===== config.mk =====
export PLATFORM = sky130hd
export DESIGN_NAME = cpsr_update_flat
export DESIGN_NICKNAME = d
export VERILOG_FILES = /design/src/rtl/cpsr_update_if.sv /design/src/rtl/cpsr_update.sv /design/src/flat_wrapper.sv
export SDC_FILE = /design/constraint.sdc
export NUM_CORES = 1
export LEC_CHECK = 0
export ABC_AREA = 1
export BUFFER_PORTS_ARGS = -buffer_cell sky130_fd_sc_hd__buf_2
export CAP_MARGIN = 10
export CELL_PAD_IN_SITES_DETAIL_PLACEMENT = 1
export CELL_PAD_IN_SITES_GLOBAL_PLACEMENT = 2
export CORE_MARGIN = 1
export CORE_UTILIZATION = 27
export DETAILED_ROUTE_END_ITERATION = 8
export GPL_ROUTABILITY_DRIVEN = 0
export PLACE_DENSITY_LB_ADDON = 0.1
export SYNTH_ARGS = -nofsm -noshare
export SYNTH_HDL_FRONTEND = slang
export SYNTH_SLANG_ARGS = --single-unit

===== constraint.sdc =====
create_clock -name clk -period 2.9 [get_ports clk]
set_input_delay 0.145 -clock clk [delete_from_list [all_inputs] [get_ports clk]]
set_output_delay 0.145 -clock clk [all_outputs]
set_load 0.05 [all_outputs]

===== src/rtl/cpsr_update_if.sv =====
// EX-stage flag/MSR request bundle and CPSR views for cpsr_update.
// master: drives EX-stage inputs, slave: the CPSR owner.
interface cpsr_update_if;
    logic        ex_valid;
    logic        ex_set_cond;
    logic        ex_is_logical;
    logic [31:0] alu_result;
    logic        alu_carry;
    logic        alu_overflow;
    logic        shifter_carry;
    logic        msr_valid;
    logic [31:0] msr_data;
    logic [3:0]  msr_mask;
    logic        stall;
    logic        flush;
    logic [31:0] cpsr;
    logic [31:0] cpsr_committed;
    logic        flags_pending;

    modport master (
        output ex_valid, ex_set_cond, ex_is_logical,
        output alu_result, alu_carry, alu_overflow, shifter_carry,
        output msr_valid, msr_data, msr_mask,
        output stall, flush,
        input  cpsr, cpsr_committed, flags_pending
    );

    modport slave (
        input  ex_valid, ex_set_cond, ex_is_logical,
        input  alu_result, alu_carry, alu_overflow, shifter_carry,
        input  msr_valid, msr_data, msr_mask,
        input  stall, flush,
        output cpsr, cpsr_committed, flags_pending
    );
endinterface


===== src/rtl/cpsr_update.sv =====
// CPSR owner: captures NZCV / MSR updates into a pending slot, commits next cycle.
// Ports: clk, rst_b (async active-low), bus (cpsr_update_if.slave).
module cpsr_update #(
    parameter logic [31:0] RESET_CPSR = 32'h0000_0000,
    parameter bit          FWD_EN     = 1'b1
) (
    input logic          clk,
    input logic          rst_b,
    cpsr_update_if.slave bus
);
    typedef enum logic {
        EMPTY,
        PENDING
    } state_t;

    state_t      state_q, state_d;
    logic [31:0] comm_q, comm_d;
    logic [31:0] pend_q, pend_d;
    logic [31:0] fwd;
    logic [31:0] flag_val;
    logic [31:0] msr_val;
    logic [31:0] new_val;
    logic        cap;

    // New values are built on the forwarded view so back-to-back
    // writers chain through the still-uncommitted older update.
    always_comb begin
        fwd = comm_q;
        if (state_q == PENDING && FWD_EN)
            fwd = pend_q;
    end

    always_comb begin
        flag_val        = fwd;
        flag_val[31]    = bus.alu_result[31];
        flag_val[30]    = (bus.alu_result == 32'h0);
        flag_val[29]    = bus.ex_is_logical ? bus.shifter_carry
                                            : bus.alu_carry;
        flag_val[28]    = bus.ex_is_logical ? fwd[28]
                                            : bus.alu_overflow;
    end

    always_comb begin
        msr_val = fwd;
        for (int i = 0; i < 4; i++) begin
            if (bus.msr_mask[i])
                msr_val[8*i +: 8] = bus.msr_data[8*i +: 8];
        end
    end

    assign new_val = bus.msr_valid ? msr_val : flag_val;
    assign cap     = bus.ex_valid && !bus.flush
                  && (bus.ex_set_cond || bus.msr_valid);

    always_comb begin
        state_d = state_q;
        comm_d  = comm_q;
        pend_d  = pend_q;
        if (!bus.stall) begin
            // An older pending update always commits, even on flush.
            if (state_q == PENDING)
                comm_d = pend_q;
            if (cap) begin
                pend_d  = new_val;
                state_d = PENDING;
            end else begin
                state_d = EMPTY;
            end
        end
    end

    always_ff @(posedge clk or negedge rst_b) begin
        if (!rst_b) begin
            state_q <= EMPTY;
            comm_q  <= RESET_CPSR;
            pend_q  <= 32'h0;
        end else begin
            state_q <= state_d;
            comm_q  <= comm_d;
            pend_q  <= pend_d;
        end
    end

    assign bus.cpsr           = fwd;
    assign bus.cpsr_committed = comm_q;
    assign bus.flags_pending  = (state_q == PENDING);
endmodule


===== src/flat_wrapper.sv =====
// flat-port wrapper written by rule: the top's interface ports become plain ports
module cpsr_update_flat 
#(
    parameter logic [31:0] RESET_CPSR = 32'h0000_0000,
    parameter bit          FWD_EN     = 1'b1
)
  (clk, rst_b, bus_ex_valid, bus_ex_set_cond, bus_ex_is_logical, bus_alu_result, bus_alu_carry, bus_alu_overflow, bus_shifter_carry, bus_msr_valid, bus_msr_data, bus_msr_mask, bus_stall, bus_flush, bus_cpsr, bus_cpsr_committed, bus_flags_pending);
  cpsr_update_if bus_i ();
  input logic clk;
  input logic rst_b;
  input wire logic [$bits(bus_i.ex_valid)-1:0] bus_ex_valid;
  input wire logic [$bits(bus_i.ex_set_cond)-1:0] bus_ex_set_cond;
  input wire logic [$bits(bus_i.ex_is_logical)-1:0] bus_ex_is_logical;
  input wire logic [$bits(bus_i.alu_result)-1:0] bus_alu_result;
  input wire logic [$bits(bus_i.alu_carry)-1:0] bus_alu_carry;
  input wire logic [$bits(bus_i.alu_overflow)-1:0] bus_alu_overflow;
  input wire logic [$bits(bus_i.shifter_carry)-1:0] bus_shifter_carry;
  input wire logic [$bits(bus_i.msr_valid)-1:0] bus_msr_valid;
  input wire logic [$bits(bus_i.msr_data)-1:0] bus_msr_data;
  input wire logic [$bits(bus_i.msr_mask)-1:0] bus_msr_mask;
  input wire logic [$bits(bus_i.stall)-1:0] bus_stall;
  input wire logic [$bits(bus_i.flush)-1:0] bus_flush;
  output wire logic [$bits(bus_i.cpsr)-1:0] bus_cpsr;
  output wire logic [$bits(bus_i.cpsr_committed)-1:0] bus_cpsr_committed;
  output wire logic [$bits(bus_i.flags_pending)-1:0] bus_flags_pending;
  assign bus_i.ex_valid = bus_ex_valid;
  assign bus_i.ex_set_cond = bus_ex_set_cond;
  assign bus_i.ex_is_logical = bus_ex_is_logical;
  assign bus_i.alu_result = bus_alu_result;
  assign bus_i.alu_carry = bus_alu_carry;
  assign bus_i.alu_overflow = bus_alu_overflow;
  assign bus_i.shifter_carry = bus_shifter_carry;
  assign bus_i.msr_valid = bus_msr_valid;
  assign bus_i.msr_data = bus_msr_data;
  assign bus_i.msr_mask = bus_msr_mask;
  assign bus_i.stall = bus_stall;
  assign bus_i.flush = bus_flush;
  assign bus_cpsr = bus_i.cpsr;
  assign bus_cpsr_committed = bus_i.cpsr_committed;
  assign bus_flags_pending = bus_i.flags_pending;
  cpsr_update #(.RESET_CPSR(RESET_CPSR), .FWD_EN(FWD_EN)) u_core (.clk(clk), .rst_b(rst_b), .bus(bus_i));
endmodule

==> out/qor.txt <==
STA
--------------------------------------------------------------------------------
Highest attainable clock frequency                                     0.480 GHz
Setup violators final                                                          0
Clock period minus final worst setup slack                               2080 ps
Clock skew                                                               4.42 ps
Fraction of the cycle the final worst path needs                           71.8%
Slew HR                                                                    35.6%
RSZ-0062 raised after global routing                                          no
Slack of the critical path                                                818 ps
Number of pins exceeding their max-slew limit in the final report              0
Number of hold violations in the final report                                  0
Total Neg Setup Slack                                                       0 ps
Slew at the pin with the worst max-slew slack                             964 ps

WORST SETUP PATH
--------------------------------------------------------------------------------
Number of gates on the worst path with buffers counted                         3
Largest stage delay on the critical path                                  600 ps
Endpoint arrival time on the critical path                               1940 ps
Type of element capturing the critical path                         primary output
Bufs and invs on worst path                                                    2
Reg-to-reg setup timing slack                                            1240 ps
Critical R2R Launch                                                 u_core.bus.flags_pending
Biggest fanout along the worst timing path                                    37
Delay-heaviest family, CP                                           buffers and inverters
Kind of critical path                                               flip-flop to primary output
Setup crit start kind                                                  flip-flop
Data required time of the critical path                                  2760 ps
CP startpoint                                                       u_core.bus.flags_pending
R2r worst-path depth                                                           6
Critical register-to-register path endpoint                         u_core.pend_q[28]
Critical Path, Cell by Cell                                         buf_12, o21ai_0, buf_2
Slowest stage cell, crit path                                            dfrtp_2

POWER
--------------------------------------------------------------------------------
Leakage power figure                                                     2.19 nW
Fraction of power spent switching nets                                     45.1%
Switching power summed over all nets                                   0.00173 W
Internal Pwr Total                                                     0.00211 W
Sequential share of power                                                  32.4%
Maximum vdd ir drop                                                     0.313 mV
Combinational share of power                                               41.1%
Pwr dens                                                             881 nW/um^2
Clock network power share                                                  26.4%

CLOCK TREE
--------------------------------------------------------------------------------
CTS Buf Count                                                                  9
Clock-pin transition on the worst setup and hold timing paths              50 ps
Worst-Skew Late Latency                                                   330 ps
H-tree depth                                                                   3
Clock root buffer                                                      clkbuf_16
Clock net sink count                                                          65
CTS tree                                                                     yes
Clock Path Buffers                                                             2
Cts repair resizes                                                             0

FLOORPLAN
--------------------------------------------------------------------------------
Horizontal extent of the die                                         112 microns
Rows                                                                          39
Die boundary height                                                  112 microns
Top-Level Pins                                                               144
Die Area                                                             12400 sq um
Core outline area                                                    11600 sq um
Starting Density                                                           28.0%

FINISH
--------------------------------------------------------------------------------
Fin nets                                                                     654
Area Growth Syn to Fin                                                     34.4%
Utilization after layout                                                   37.7%
Fraction of final layout cells sized beyond drive strength 1               28.4%

SYNTHESIS
--------------------------------------------------------------------------------
Synth top area cells                                                dfrtp_1, o21ai_0, nand2_1
Ys Warns                                                                       0
FF+latch count, synth                                                         65
Number of distinct library cells after synthesis                              19
Post-synthesis cell type with the largest combined area                  dfrtp_1
Cell count after synthesis                                                   437
Cell area after synthesis                                             3240 sq um
Part of the Yosys area used for sequential elements                        50.2%
Synth Net Count                                                              516
Fraction of synthesized cell area taken by the top area cell type          50.2%
Average size of a mapped cell                                         7.42 sq um

HOLD PATH
--------------------------------------------------------------------------------
Hold Path Class                                                     primary input to flip-flop
Hold Crit Endpoint                                                  u_core.bus.flags_pending
Launch instance of the worst min-delay path                            bus_stall
Instance count along the most critical hold path                               3

DETAILED ROUTING
--------------------------------------------------------------------------------
Vias post-DR                                                                3347
DR pass1 iterations                                                            9
Initial DRC count                                                            119
Routed Wire Length                                                  10200 microns
Post-route DRC                                                                12
Routed WL per cell                                                  14.1 microns
Vias/cell                                                                   4.64
Final ANT Viol Nets                                                            0

GLOBAL ROUTING
--------------------------------------------------------------------------------
Total global routing track utilization                                     17.5%
Number of global-route vias before repair                                   3410
Initial antenna violation count                                                1
First-pass GRT wire length                                          16900 microns
Pin count of the biggest net entering global routing                          65
Global route overflow                                                          0

STATUS
--------------------------------------------------------------------------------
Violations in the final reports                                              DRC
Run status                                                          finished, violations left

PLACE
--------------------------------------------------------------------------------
DP Wirelength                                                       7380 microns
Count of input and output buffers                                            143
Setup slack after placement                                               875 ps

FLOW RUN
--------------------------------------------------------------------------------
Max-Cap Viols                                                                  0

worst max-delay path by stage:
stage | end
floorplan | u_core.pend_q[28]
global placement | u_core.pend_q[19]
detailed placement | u_core.pend_q[19]
CTS | bus_cpsr[15]
global route | bus_cpsr[15]
finish | bus_cpsr[28]
state kept, by name, summed over array words and instances, names as in the netlist:
| register | flops |
|---|---|
| u_core.bus.cpsr_committed | 32 |
| u_core.pend_q | 32 |
| u_core.bus.flags_pending | 1 |
layout by cell type (no fill, tap or decap), types with 3 or more instances in the layout:
cell       netlist  layout
inv_1           42      42
nor2_1          60      60
nand2_1        115     115
dfrtp_1         65      64
clkbuf_16        0       9
nand3_1          3       3
o21ai_0         93      93
clkbuf_8         0       3
o21ai_1         31      31
buf_2            5     143
cell usage after synthesis, drive strengths merged:
master and count:
a31oi 2, inv 44, nand3 3, nor3 1, nand4 1, dfrtp 65, o21ai 124, nor2 61
nand2 115, or2 1, buf 10, clkbuf 10
per-layer routing:
layer / share of wire (%) / vias to the layer above / global-route usage, %
met5: 0.17 / - / 0
met4: 1.9 / 2 / 7.93
met3: 5.4 / 13 / 3.81
met2: 47 / 103 / 28.9
met1: 46 / 1557 / 22.0
li1: - / 1672 / -
tightest hold or removal path, cell delays in order:
cell,delay [ps]
buf_2,130
nand2_1,60
nand2_1,50
what timing repair did:
action | in CTS | in global routing
buffers inserted | 0 | 0
hold buffers | 1 | 0
endpoints found under the hold margin | 33 | 0
cell type report:
class / instances / area [sq um]
Sequential cell: 65 / 1630
Multi-Input combinational cell: 308 / 1340
Clock buffer: 13 / 270
Timing Repair Buffer: 147 / 773
Fill cell: 1464 / 7210
Antenna cell: 1 / 2.50
Tap cell: 143 / 179
Inverter: 44 / 165
kinds of logic after synthesis:
logic type / share of synthesized area (%)
and+or+nand+nor: 21.8
AOI/OAI and AO/OA: 19.5
DFF: 50.2
buffers and inverters: 8.49
power groups by stage:
stage          combinational, W  sequential, W  clock, W
2_1_floorplan          0.000820        0.00162         0
3_5_place_dp            0.00160        0.00126         0
5_1_grt                 0.00171        0.00128   0.00109
4_1_cts                 0.00160        0.00125   0.00105
3_3_place_gp            0.00158        0.00126         0
6_report                0.00158        0.00125   0.00102
stage by stage:
| step | instance area (sq um) | power, W | instances | hold slack, ps |
|---|---|---|---|---|
| floorplan | 3240 | 0.00244 | 437 | -151 |
| global placement | 4080 | 0.00283 | 706 | 309 |
| detailed placement | 4080 | 0.00286 | 706 | 303 |
| CTS | 4360 | 0.00390 | 720 | 82.3 |
| global route | 4360 | 0.00408 | 720 | 111 |
| finish | 4360 | 0.00384 | 721 | 94.7 |
(Power assumes the default switching activity.)
